## config.mk

```make
export PLATFORM = sky130hd
export DESIGN_NAME = lmg_scheduler_flat
export DESIGN_NICKNAME = d
export VERILOG_FILES = /design/src/rtl/lmg_scheduler_if.sv /design/src/rtl/lmg_scheduler.sv /design/src/flat_wrapper.sv
export SDC_FILE = /design/constraint.sdc
export NUM_CORES = 1
export LEC_CHECK = 0
export ABC_CLOCK_PERIOD_IN_PS = 2350
export BUFFER_PORTS_ARGS = -buffer_cell sky130_fd_sc_hd__clkbuf_2
export CORE_MARGIN = 5
export CORE_UTILIZATION = 35
export CTS_CLUSTER_DIAMETER = 60
export DETAILED_ROUTE_END_ITERATION = 10
export PLACE_DENSITY = 0.69
export SYNTH_ARGS = -nofsm -noshare
export SYNTH_HDL_FRONTEND = slang
export SYNTH_SLANG_ARGS = --single-unit
```

## constraint.sdc

```tcl
create_clock -name clk -period 2.35 [get_ports clk]
set_clock_uncertainty 0.2 [all_clocks]
set_input_delay 0.47 -clock clk [delete_from_list [all_inputs] [get_ports clk]]
set_output_delay 0.47 -clock clk [all_outputs]
set_load 0.05 [all_outputs]
```

## src/rtl/lmg_scheduler_if.sv

```systemverilog
// Generator handshake between lmg_scheduler and the per-piece move generator.
// master = scheduler side, slave = generator side.
interface lmg_scheduler_if;
  logic        gen_req;
  logic [5:0]  gen_square;
  logic [3:0]  gen_piece;
  logic        gen_done;
  logic        mv_valid;
  logic [15:0] mv_data;
  logic        mv_ready;

  modport master (
    output gen_req, gen_square, gen_piece, mv_ready,
    input  gen_done, mv_valid, mv_data
  );

  modport slave (
    input  gen_req, gen_square, gen_piece, mv_ready,
    output gen_done, mv_valid, mv_data
  );
endinterface

```

## src/rtl/lmg_scheduler.sv

```systemverilog
// LMG board scanner: feeds friendly squares to the move generator, stores moves.
// Optional LMG_ROW_SKIP_EN: rows without a friendly piece skip the column scan.
module lmg_scheduler #(
  parameter int DATA_WIDTH  = 32,
  parameter int ADDR_WIDTH  = 13,
  parameter int RESULT_BASE = 16,
  parameter int MAX_MOVES   = 100,
  parameter int BOARD_BASE  = 2
) (
  input  logic                  clk,
  input  logic                  reset,
  input  logic                  start,
  input  logic                  abort,
  input  logic                  side,
  output logic [ADDR_WIDTH-1:0] brd_addr,
  input  logic [DATA_WIDTH-1:0] brd_rddata,
  lmg_scheduler_if.master       gen,
  output logic                  res_we,
  output logic [ADDR_WIDTH-1:0] res_addr,
  output logic [DATA_WIDTH-1:0] res_wdata,
  output logic                  busy,
  output logic                  done,
  output logic                  overflow,
  output logic [6:0]            move_count
);

  typedef enum logic [2:0] {
    IDLE, FETCH, WAIT, SCAN, REQ, DONE
  } state_t;

  state_t      state, state_nxt, row_end;
  logic        start_q, side_q;
  logic [2:0]  row, col;
  logic [31:0] row_buf;
  logic [3:0]  piece;
  logic        friendly, launch, accept;
  logic        adv, last_col, skip_row;

`ifdef LMG_ROW_SKIP_EN
  function automatic logic any_friendly(input logic [31:0] w,
                                        input logic s);
    any_friendly = 1'b0;
    for (int c = 0; c < 8; c++)
      if (w[4*c +: 4] != 4'h0 && w[4*c+3] == s)
        any_friendly = 1'b1;
  endfunction

  assign skip_row = (state == WAIT) &&
                    !any_friendly(brd_rddata[31:0], side_q);
`else
  assign skip_row = 1'b0;
`endif

  assign piece    = row_buf[{col, 2'b00} +: 4];
  assign friendly = (piece != 4'h0) && (piece[3] == side_q);
  assign launch   = start & ~start_q;
  assign accept   = gen.mv_valid & gen.mv_ready;
  assign last_col = (col == 3'd7);
  assign row_end  = (row == 3'd7) ? DONE : FETCH;
  assign adv      = (state == SCAN && !friendly) ||
                    (state == REQ && gen.gen_done);

  assign brd_addr = ADDR_WIDTH'(BOARD_BASE) + ADDR_WIDTH'(row);

  assign gen.gen_req    = (state == REQ);
  assign gen.mv_ready   = (state == REQ);
  assign gen.gen_square = {row, col};
  assign gen.gen_piece  = piece;

  assign busy = (state != IDLE) && (state != DONE);
  assign done = (state == DONE);

  always_ff @(posedge clk) begin
    if (!reset) state <= IDLE;
    else        state <= state_nxt;
  end

  always_comb begin
    state_nxt = state;
    if (abort) begin
      state_nxt = IDLE;
    end else begin
      unique case (state)
        IDLE, DONE: if (launch) state_nxt = FETCH;
        FETCH:      state_nxt = WAIT;
        WAIT:       state_nxt = skip_row ? row_end : SCAN;
        SCAN: begin
          if (friendly)      state_nxt = REQ;
          else if (last_col) state_nxt = row_end;
        end
        REQ: begin
          if (gen.gen_done)
            state_nxt = last_col ? row_end : SCAN;
        end
        default:    state_nxt = IDLE;
      endcase
    end
  end

  // start_q tracks start through reset so a level held across reset never launches
  always_ff @(posedge clk) begin
    start_q <= start;
    if (!reset) begin
      side_q     <= 1'b0;
      row        <= '0;
      col        <= '0;
      row_buf    <= '0;
      move_count <= '0;
      overflow   <= 1'b0;
      res_we     <= 1'b0;
      res_addr   <= ADDR_WIDTH'(RESULT_BASE);
      res_wdata  <= '0;
    end else begin
      res_we <= 1'b0;
      if (abort) begin
        move_count <= '0;
        overflow   <= 1'b0;
      end else begin
        if ((state == IDLE || state == DONE) && launch) begin
          side_q     <= side;
          row        <= '0;
          col        <= '0;
          move_count <= '0;
          overflow   <= 1'b0;
        end
        if (state == WAIT) begin
          row_buf <= brd_rddata[31:0];
          col     <= '0;
          if (skip_row && row != 3'd7) row <= row + 3'd1;
        end
        if (adv) begin
          if (last_col) begin
            col <= '0;
            if (row != 3'd7) row <= row + 3'd1;
          end else begin
            col <= col + 3'd1;
          end
        end
        if (accept) begin
          if (move_count < 7'(MAX_MOVES)) begin
            res_we     <= 1'b1;
            res_addr   <= ADDR_WIDTH'(RESULT_BASE) +
                          ADDR_WIDTH'(move_count);
            res_wdata  <= {{(DATA_WIDTH-16){1'b0}}, gen.mv_data};
            move_count <= move_count + 7'd1;
          end else begin
            overflow <= 1'b1;
          end
        end
      end
    end
  end

endmodule

```

## src/flat_wrapper.sv

```systemverilog
// flat-port wrapper written by rule: the top's interface ports become plain ports
module lmg_scheduler_flat 
#(
  parameter int DATA_WIDTH  = 32,
  parameter int ADDR_WIDTH  = 13,
  parameter int RESULT_BASE = 16,
  parameter int MAX_MOVES   = 100,
  parameter int BOARD_BASE  = 2
)
  (clk, reset, start, abort, side, brd_addr, brd_rddata, res_we, res_addr, res_wdata, busy, done, overflow, move_count, gen_gen_req, gen_gen_square, gen_gen_piece, gen_mv_ready, gen_gen_done, gen_mv_valid, gen_mv_data);
  lmg_scheduler_if gen_i ();
  input  logic clk;
  input  logic reset;
  input  logic start;
  input  logic abort;
  input  logic side;
  output logic [ADDR_WIDTH-1:0] brd_addr;
  input  logic [DATA_WIDTH-1:0] brd_rddata;
  output logic res_we;
  output logic [ADDR_WIDTH-1:0] res_addr;
  output logic [DATA_WIDTH-1:0] res_wdata;
  output logic busy;
  output logic done;
  output logic overflow;
  output logic [6:0] move_count;
  output wire logic [$bits(gen_i.gen_req)-1:0] gen_gen_req;
  output wire logic [$bits(gen_i.gen_square)-1:0] gen_gen_square;
  output wire logic [$bits(gen_i.gen_piece)-1:0] gen_gen_piece;
  output wire logic [$bits(gen_i.mv_ready)-1:0] gen_mv_ready;
  input wire logic [$bits(gen_i.gen_done)-1:0] gen_gen_done;
  input wire logic [$bits(gen_i.mv_valid)-1:0] gen_mv_valid;
  input wire logic [$bits(gen_i.mv_data)-1:0] gen_mv_data;
  assign gen_gen_req = gen_i.gen_req;
  assign gen_gen_square = gen_i.gen_square;
  assign gen_gen_piece = gen_i.gen_piece;
  assign gen_mv_ready = gen_i.mv_ready;
  assign gen_i.gen_done = gen_gen_done;
  assign gen_i.mv_valid = gen_mv_valid;
  assign gen_i.mv_data = gen_mv_data;
  lmg_scheduler #(.DATA_WIDTH(DATA_WIDTH), .ADDR_WIDTH(ADDR_WIDTH), .RESULT_BASE(RESULT_BASE), .MAX_MOVES(MAX_MOVES), .BOARD_BASE(BOARD_BASE)) u_core (.clk(clk), .reset(reset), .start(start), .abort(abort), .side(side), .brd_addr(brd_addr), .brd_rddata(brd_rddata), .gen(gen_i), .res_we(res_we), .res_addr(res_addr), .res_wdata(res_wdata), .busy(busy), .done(done), .overflow(overflow), .move_count(move_count));
endmodule
```

-- Yosys cells after proc, flatten, opt, wreduce, memory -nomap -nowiden
Index checks and enable logic that the tools add are counted.
- output and inout port bits: 81
- logic and storage cells: 79
- input port bits: 55
- bits in registers: 81
- mux-type cells: 22
- bitwise operators: 6
- reduce and logical (&&, ||, !) cells: 20
- equal/unequal tests: 13
- add/sub/neg operators: 5
- shifts and indexed selects: 1
- $lt $le $gt $ge: 1
- operator list (kind ; number):
    $mux 3 ; 14
    $shiftx 32x6->4 ; 1
    $mux 7 ; 3
    $pmux 3 s5 ; 1
    $eq 3x3->1 const B ; 4
    $add 5x7->8 const A ; 1
    $add 7x1->7 const B ; 1
    $lt 7x7->1 const B ; 1
    $add 3x1->3 const B ; 2
    $eq 3x2->1 const B ; 2
    $ne 3x3->1 const B ; 2
    $reduce_and 2->1 ; 3
    $reduce_and 3->1 ; 2
    $reduce_bool 3->1 ; 2
    $logic_and 1x1->1 ; 5
    $add 2x3->4 const A ; 1
    $mux 1 ; 4
    $not 1->1 ; 4
    $reduce_bool 4->1 ; 1
    $reduce_or 2->1 ; 2
    $eq 3x1->1 const B ; 1
    $logic_not 3->1 ; 1
    $ne 3x1->1 const B ; 1
    $reduce_or 3->1 ; 1
    other kinds (6) ; 8

-- Logic depth before layout (Yosys ltp)
Gate-level depths: netlist of run 1.
- depth after elaboration: 8
- mapped depth: 9
- mapped depth without buffers: 7

-- Worst setup path before layout of run 1
OpenSTA, ideal clock, no wires.
- path type: register -> register
- start: register u_core.state[1]
- end: register u_core.res_addr[4]
- data arrival time: 2959 ps
- slack: -957 ps
- clock period less this slack: 3307 ps
- buffers on the path: 4
- cell stages (with the launch flop): 10
- setup time: 148 ps
- cells stage by stage: dfxtp_1 > clkbuf_1 > nor3b_1 > and3_1 > clkbuf_1 > nand2b_1 > clkbuf_1 > clkbuf_1 > nand2_1 > o211ai_1
- cells in the longest elaborated chain, start to end: 3
- RTL lines (what ; line ; RTL):
    start, declared ; lmg_scheduler.sv:31 ; state_t state, state_nxt, row_end;
    start signal, assigned ; lmg_scheduler.sv:75 ; else state <= state_nxt;
    $eq 3x3->1 ; - ;
    via gen_gen_req ; flat_wrapper.sv:26 ; output wire logic [$bits(gen_i.gen_req)-1:0] gen_gen_req;
    $and 1x1->1 ; lmg_scheduler.sv:57 ; assign accept = gen.mv_valid & gen.mv_ready;
    $reduce_and 3->1 (no line) ; - ;
    end signal, assigned ; lmg_scheduler.sv:111 ; res_addr <= ADDR_WIDTH'(RESULT_BASE);
    end signal, assigned ; lmg_scheduler.sv:142 ; res_addr <= ADDR_WIDTH'(RESULT_BASE) +
    end, declared ; lmg_scheduler.sv:19 ; output logic [ADDR_WIDTH-1:0] res_addr,
The timed path passes the listed nets, and every way through them passes these cells.
A chain may end at the register's enable or synchronous reset.

-- Worst setup path after layout of run 1
- start: register u_core.col[0]
- end: output gen_gen_piece[1]
- cells in the longest elaborated chain, start to end: 1
- RTL lines (what ; line ; RTL):
    start, declared ; lmg_scheduler.sv:33 ; logic [2:0] row, col;
    start signal, assigned ; lmg_scheduler.sv:136 ; col <= col + 3'd1;
    $shiftx 32x6->4 ; lmg_scheduler.sv:54 ; assign piece = row_buf[{col, 2'b00} +: 4];
    end, declared ; flat_wrapper.sv:28 ; output wire logic [$bits(gen_i.gen_piece)-1:0] gen_gen_piece;
Every way passes these cells.

==> results of run 1 <==
-- routing by layer --
layer  vias up  global-route usage  part of all wire  wire (um)
li1       1598                   -                 -          -
met1      1496               0.197              0.44       4220
met2       118               0.242              0.48       4620
met3        15              0.0385             0.065        624
met4         0              0.0649             0.019        182
met5         -                   0                 0          0
-- stage by stage --
stage	setup TNS (ps)	cells	total power [mW]
after global routing	-2500	683	2.70
after global placement	-18.3	660	1.55
after detailed placement	-243	660	1.55
after CTS	-1430	681	2.61
final	-1330	683	2.58
after floorplan	-1620	460	1.52
-- repair_timing --
item,4_1_cts,5_1_grt
gates resized for setup,21,8
hold endpoints to repair,0,0
hold buffers,0,0
setup endpoints to repair,12,13
buffers inserted,5,2
pin swaps,2,0
-- flip-flops by register name (all words and copies together), names as in the netlist --
signal,flops
u_core.col,3
u_core.move_count,7
u_core.row,3
u_core.side_q,1
u_core.state,3
u_core.overflow,1
u_core.res_wdata,16
u_core.res_we,1
u_core.start_q,1
u_core.row_buf,32
u_core.res_addr,8
-- synth_stat cells (2+ instances only) --
master | number | area [sq um]
xnor2_1 | 2 | 17.5
mux2_2 | 2 | 22.5
and2_1 | 2 | 12.5
o22ai_1 | 3 | 18.8
dfxtp_1 | 76 | 1520
buf_4 | 32 | 240
o2bb2ai_1 | 3 | 26.3
a21boi_2 | 2 | 22.5
inv_1 | 8 | 30.0
o21ai_0 | 6 | 30.0
clkbuf_1 | 22 | 82.6
nand3b_1 | 2 | 15.0
xor2_1 | 2 | 17.5
and3_1 | 4 | 25.0
buf_2 | 3 | 15.0
o21ai_1 | 3 | 15.0
nor2b_1 | 8 | 50.1
a21boi_0 | 49 | 368
mux4_2 | 8 | 180
nand2b_1 | 6 | 37.5
nand2_1 | 119 | 447
nand3_1 | 3 | 15.0
a21boi_1 | 5 | 37.5
a22oi_1 | 3 | 22.5
nand4_1 | 2 | 12.5
a21oi_1 | 9 | 45.0
nor3_1 | 5 | 25.0
nor2_1 | 17 | 63.8
buf_6 | 2 | 22.5
ha_1 | 7 | 87.6
-- how the worst min path moves through the flow --
| stage | startpoint | endpoint | slack (ps) |
|---|---|---|---|
| after floorplan | u_core.row_buf[16] | u_core.row_buf[16] | 240 |
| final | start | u_core.start_q | 30 |
| after global placement | u_core.res_wdata[8] | u_core.res_wdata[8] | 240 |
| after global routing | start | u_core.start_q | 10 |
| after detailed placement | u_core.res_wdata[8] | u_core.res_wdata[8] | 250 |
| after CTS | start | u_core.start_q | 20 |
-- cells by family (layout without fill, tap and decap cells) --
group           Yosys count  in the layout  synth area share
other cells               1             30           0.00102
xor+xnor                  4              4           0.00949
flops                    76             76             0.412
simple gates            171            171             0.197
compound gates           92             92             0.186
mux                      13             13            0.0654
fa+ha+maj                 7              7            0.0237
buf+inv                  67            154             0.106
-- layout by cell type (no fill, tap or decap), types with 2 or more instances in the layout --
cell	netlist	final
a21boi_0	49	49
a21boi_1	5	5
a21oi_1	9	7
a22oi_1	3	3
and2_1	2	2
and3_1	4	4
buf_4	32	20
buf_6	2	4
buf_8	0	2
clkbuf_16	0	3
clkbuf_2	0	101
clkbuf_8	0	10
clkinv_2	0	3
conb_1	1	30
dfxtp_1	76	73
dfxtp_4	0	2
ha_1	7	7
inv_1	8	7
mux2_4	1	3
mux4_2	8	8
nand2_1	119	119
nand2b_1	6	6
nand3_1	3	3
nand3b_1	2	2
nand4_1	2	2
nor2_1	17	17
nor2b_1	8	7
nor3_1	5	3
o21ai_0	6	6
o21ai_2	0	3
o22ai_1	3	3
o2bb2ai_2	0	2
xnor2_1	2	2
xor2_1	2	2
-- report_power, final --
part	switching (mW)	internal [mW]
combinational	0.171	0.0661
clock	0.475	0.579
sequential	0.00402	1.29
total	0.650	1.93
-- area by class of cell --
class | count | area share
tap | 136 | 0.0360
clock inverter | 4 | 0.00953
inverter | 8 | 0.00635
sequential | 76 | 0.324
multi-input combinational | 317 | 0.420
clock buffer | 12 | 0.0352
timing repair buffer | 130 | 0.169
==> run summary, run 1 <==
Number of synthesized register bits = 76
Hold path depth = 1
Final Hold Vio Count = 0
Worst path slowest cell = mux4_2
Avg WL per Cell = 14.1 um
IO buf count = 105
Worst-path cell chain = mux4_2, mux2_4, buf_6, clkbuf_16
Final Cell Area = 4730 sq um
CP delay by family, top = multiplexers
Area of the multi-input gates = 1990 sq um
CP arrival = 1830 ps
CTS Buf Count = 9
Row count = 37
Htree depth = 3
Die W = 113 um
Total wire length = 9650 um
Final period utilization = 1.06
Initial antenna violation count = 0
First DRT Iteration DRCs = 174
Async set or reset register ratio after synthesis = 0
CTS Buffer Depth = 2
Worst R2R Start = u_core.col[0]
Grt ovf = 0
DP Wirelength = 7250 um
Layout cells sized above 1 = 0.327
FILL cells = 1023
Largest fanout on the critical path = 5
F_max = 0.400 GHz
CTS sink count = 76
Run status = finished, violations left
Number of remaining DRC errors = 0
Synth cell types = 46
Syn_area_per_cell = 8.57 sq um
Hold Slack = 34.6 ps
Critical Path Start = u_core.col[0]
Crit. End Element = output port
Startpoint Class = register
Post-synth EDFFs = 0
# Max-Cap Violations = 0
Place WS = -73.1 ps
CP peak stage delay = 500 ps
Maximum vdd drop = 0.000278 V
Setup ws final = -152 ps
Io pins = 136
Vias in the first global route = 3130
Area of placed instances = 4320 sq um
Setup slack, reg-to-reg = -140 ps
Clk slew on worst S/H paths = 80 ps
Seq/Total Area, Yosys = 0.412
First-pass GRT wire length = 15600 um
Count of final setup violators = 13
Type of the worst setup path = register to output port
Skew-Pair Late Insertion Delay = 350 ps
Synth Cell Area = 3690 sq um
Gr usage total = 0.153
CTS tree = built
Core footprint = 10300 sq um
Reg area = 1530 sq um
Final core utilization = 0.458
Synth Warn # = 0
First-pass DRT Iterations = 4
Worst path bufs/invs = 2
Synth Flop Type = dfxtp_1
Fin. max-slew vios = 0
P_leak = 2.00 nW
Area Overhead vs Synth = 28.0%
Routed Antenna Nets = 0
Root Driver = clkbuf_8
Cell Pwr Density = 546 nW/um^2
Critical Path End = gen_gen_piece[1]
Fin crit period = 2500 ps
Failing checks = setup timing
Post-Synthesis Cells = 431
GPL Wtd Cong = 0.835
Antenna Cells = 0
Via density per instance = 4.72
Effective utilization at floorplan = 0.358
CP Depth = 4
RR Endpoint = u_core.row[1]
Vias = 3227
Worst Reg-to-Reg Cells = 7
Unrepaired setup endpoints after global routing = yes
Nets@finish = 604
Worst path required time = 1680 ps
Pin count of the biggest net entering global routing = 51
DIE HEIGHT = 113 um
Die Area = 12700 sq um
HP Class = input port to register
Note: power is estimated with default switching activity, not from simulation.
==> inputs of run 2 (changes only) <==
==> constraint.sdc (replaced) <==
create_clock -name clk -period 2.35 [get_ports clk]
set_clock_uncertainty 0.2 [all_clocks]
set_input_delay 0.235 -clock clk [delete_from_list [all_inputs] [get_ports clk]]
set_output_delay 0.235 -clock clk [all_outputs]
set_load 0.05 [all_outputs]
==> run 2 against run 1 <==
Effect of this change:
- the run still ends with setup timing left
- clock-buffer cell count up 2
- total power down 4.7%
- wire length up 4.4%
- largest power group unchanged
==> run summary, run 2 (synthesis results as in run 1) <==
Setup ws final = -111 ps (was -152 ps)
Most flop-heavy register = u_core.row_buf (unchanged)
Failing checks = setup timing (unchanged)
Worst-margin pin slew = 478 ps
IO buf count = 105 (unchanged)
Commonest non-fill, non-tap cell in the layout = nand2_1 (unchanged)
CTS tree = built (unchanged)
Via density per instance = 4.64 (was 4.72)
Row count = 37 (unchanged)
Setup slack, reg-to-reg = -110 ps (was -140 ps)
Final Cell Area = 5030 sq um (was 4730 sq um)
Area of placed instances = 4290 sq um (was 4320 sq um)
Nets@finish = 648 (was 604)
Initial antenna violation count = 0 (unchanged)
Io pins = 136 (unchanged)
Fin crit period = 2460 ps (was 2500 ps)
CP peak stage delay = 510 ps (was 500 ps)
Count of final setup violators = 8 (was 13)
CP delay by family, top = multiplexers (unchanged)
P_leak = 2.10 nW (was 2.00 nW)
Commonest non-fill, non-tap cells in the layout = nand2_1, clkbuf_2, dfxtp_1 (unchanged)
Clk slew on worst S/H paths = 80 ps (about the same)
Routed Antenna Nets = 0 (unchanged)
Critical Path Start = u_core.col[0] (unchanged)
First-pass GRT wire length = 16300 um (was 15600 um)
Grt ovf = 0 (unchanged)
CTS sink count = 76 (unchanged)
Run status = finished, violations left (unchanged)
Worst path slowest cell = mux4_2 (unchanged)
Root Driver = clkbuf_8 (unchanged)
Htree depth = 3 (unchanged)
Vias in the first global route = 3285 (was 3130)
Reg area = 1530 sq um (unchanged)
Layout cells sized above 1 = 0.283 (was 0.327)
Worst hold path startpoint = reset (was start)
Pin count of the biggest net entering global routing = 33 (was 51)
Clock power frac = 0.353 (was 0.408)
Worst R2R Start = u_core.col[0] (unchanged)
Area Overhead vs Synth = 36.2% (was 28.0%)
Startpoint Class = register (unchanged)
Area of the multi-input gates = 1950 sq um (was 1990 sq um)
Gr usage total = 0.158 (was 0.153)
CTS Buffer Depth = 2 (unchanged)
Largest regs = u_core.row_buf: 32 flops, u_core.res_wdata: 16 flops, u_core.res_addr: 8 flops (unchanged)
Net switching power = 0.646 mW (was 0.650 mW)
# Max-Cap Violations = 0 (unchanged)
Effective utilization at floorplan = 0.358 (unchanged)
First-pass DRT Iterations = 4 (unchanged)
Avg WL per Cell = 13.9 um (was 14.1 um)
Rel. slew slack = 0.677
Final period utilization = 1.05 (was 1.06)
Number of remaining DRC errors = 0 (unchanged)
GPL Wtd Cong = 0.863 (was 0.835)
DIE HEIGHT = 113 um (unchanged)
Finished Layout Cells = 727 (was 683)
Vias = 3372 (was 3227)
Worst-path cell chain = mux4_2, mux2_4, o311ai_4, a21boi_2, or3_4, o21ai_1 (was mux4_2, mux2_4, buf_6, clkbuf_16)
HP Class = input port to register (unchanged)
Cell Pwr Density = 490 nW/um^2 (was 546 nW/um^2)
Core footprint = 10300 sq um (unchanged)
Worst path bufs/invs = 0 (was 2)
F_max = 0.406 GHz (was 0.400 GHz)
Worst path required time = 2440 ps (was 1680 ps)
Crit. End Element = register (was output port)
Die W = 113 um (unchanged)
Antenna Cells = 0 (unchanged)
Inst Count DP = 658 (was 660)
DP Wirelength = 7150 um (was 7250 um)
Total wire length = 10100 um (was 9650 um)
CP arrival = 2550 ps (was 1830 ps)
Final Hold Vio Count = 0 (unchanged)
Sequential power share = 0.526 (was 0.500)
Fin. max-slew vios = 0 (unchanged)
Unrepaired setup endpoints after global routing = yes (unchanged)
Largest fanout on the critical path = 5 (unchanged)
First DRT Iteration DRCs = 126 (was 174)
FILL cells = 980 (was 1023)
Die Area = 12700 sq um (unchanged)
Skew-Pair Late Insertion Delay = 350 ps (about the same)
Comb power frac = 0.122 (was 0.092)
Maximum vdd drop = 0.000293 V (was 0.000278 V)
CTS Buf Count = 9 (unchanged)
Type of the worst setup path = register to register (was register to output port)
Switch share = 0.262 (was 0.252)
Max reg flops = 32 (unchanged)
Int Power = 1.82 mW (was 1.93 mW)
## run 2: worst paths after layout
kind,end,depth (start not counted)
min reg2reg,u_core.res_wdata[8],2
max,u_core.row[2],6
min,u_core.row[1],4
max reg2reg,u_core.row[2],6
## run 2: timing repair
item                                    4_1_cts  5_1_grt
endpoints found under the setup margin        9       10
gates resized for setup                       3       11
pin swaps                                     0        5
setup buffers                                 2        2
hold endpoints to repair                     50        0
hold buffers                                 50        0
## run 2: routing by layer
metal / share of wire / track usage / routed length (um) / vias to the layer above
met5: 0 / 0 / 0 / -
met4: 0.021 / 0.0561 / 213 / 0
met3: 0.069 / 0.0406 / 693 / 18
met2: 0.49 / 0.268 / 4970 / 110
met1: 0.42 / 0.194 / 4200 / 1558
li1: - / - / - / 1686
## run 2: worst min-delay path: cells and delay by family
| kind | cells | cell delay [ps] |
|---|---|---|
| AOI/OAI and AO/OA | 1 | 50 |
| buffers and inverters | 1 | 110 |
| and+or+nand+nor | 2 | 230 |
## run 2: through the flow
step | total power, mW | TNS [ps] | hold WS [ps] | utilization | setup slack [ps]
after global routing | 2.57 | -1330 | 120 | 0.487 | -210
final | 2.46 | -594 | 109 | 0.487 | -111
after floorplan | 1.52 | -1620 | 62.7 | - | -251
after global placement | 1.55 | -14.6 | 153 | 0.416 | -14.4
after detailed placement | 1.55 | -264 | 158 | 0.416 | -82.6
after CTS | 2.48 | -337 | 97.0 | 0.483 | -92.3
## run 2: cell type report
cell class	count	area share
Clock buffer	14	0.0303
Clock inverter	2	0.00199
Inverter	8	0.00597
Multi-Input combinational cell	317	0.388
Sequential cell	76	0.304
Tap cell	136	0.0338
Timing Repair Buffer	174	0.236
## run 2: power groups by stage
stage,combinational (mW),clock (mW),sequential (mW)
after detailed placement,0.225,0,1.32
after CTS,0.291,0.891,1.29
after global placement,0.223,0,1.32
after floorplan,0.203,0,1.32
final,0.300,0.869,1.29
after global routing,0.318,0.953,1.30
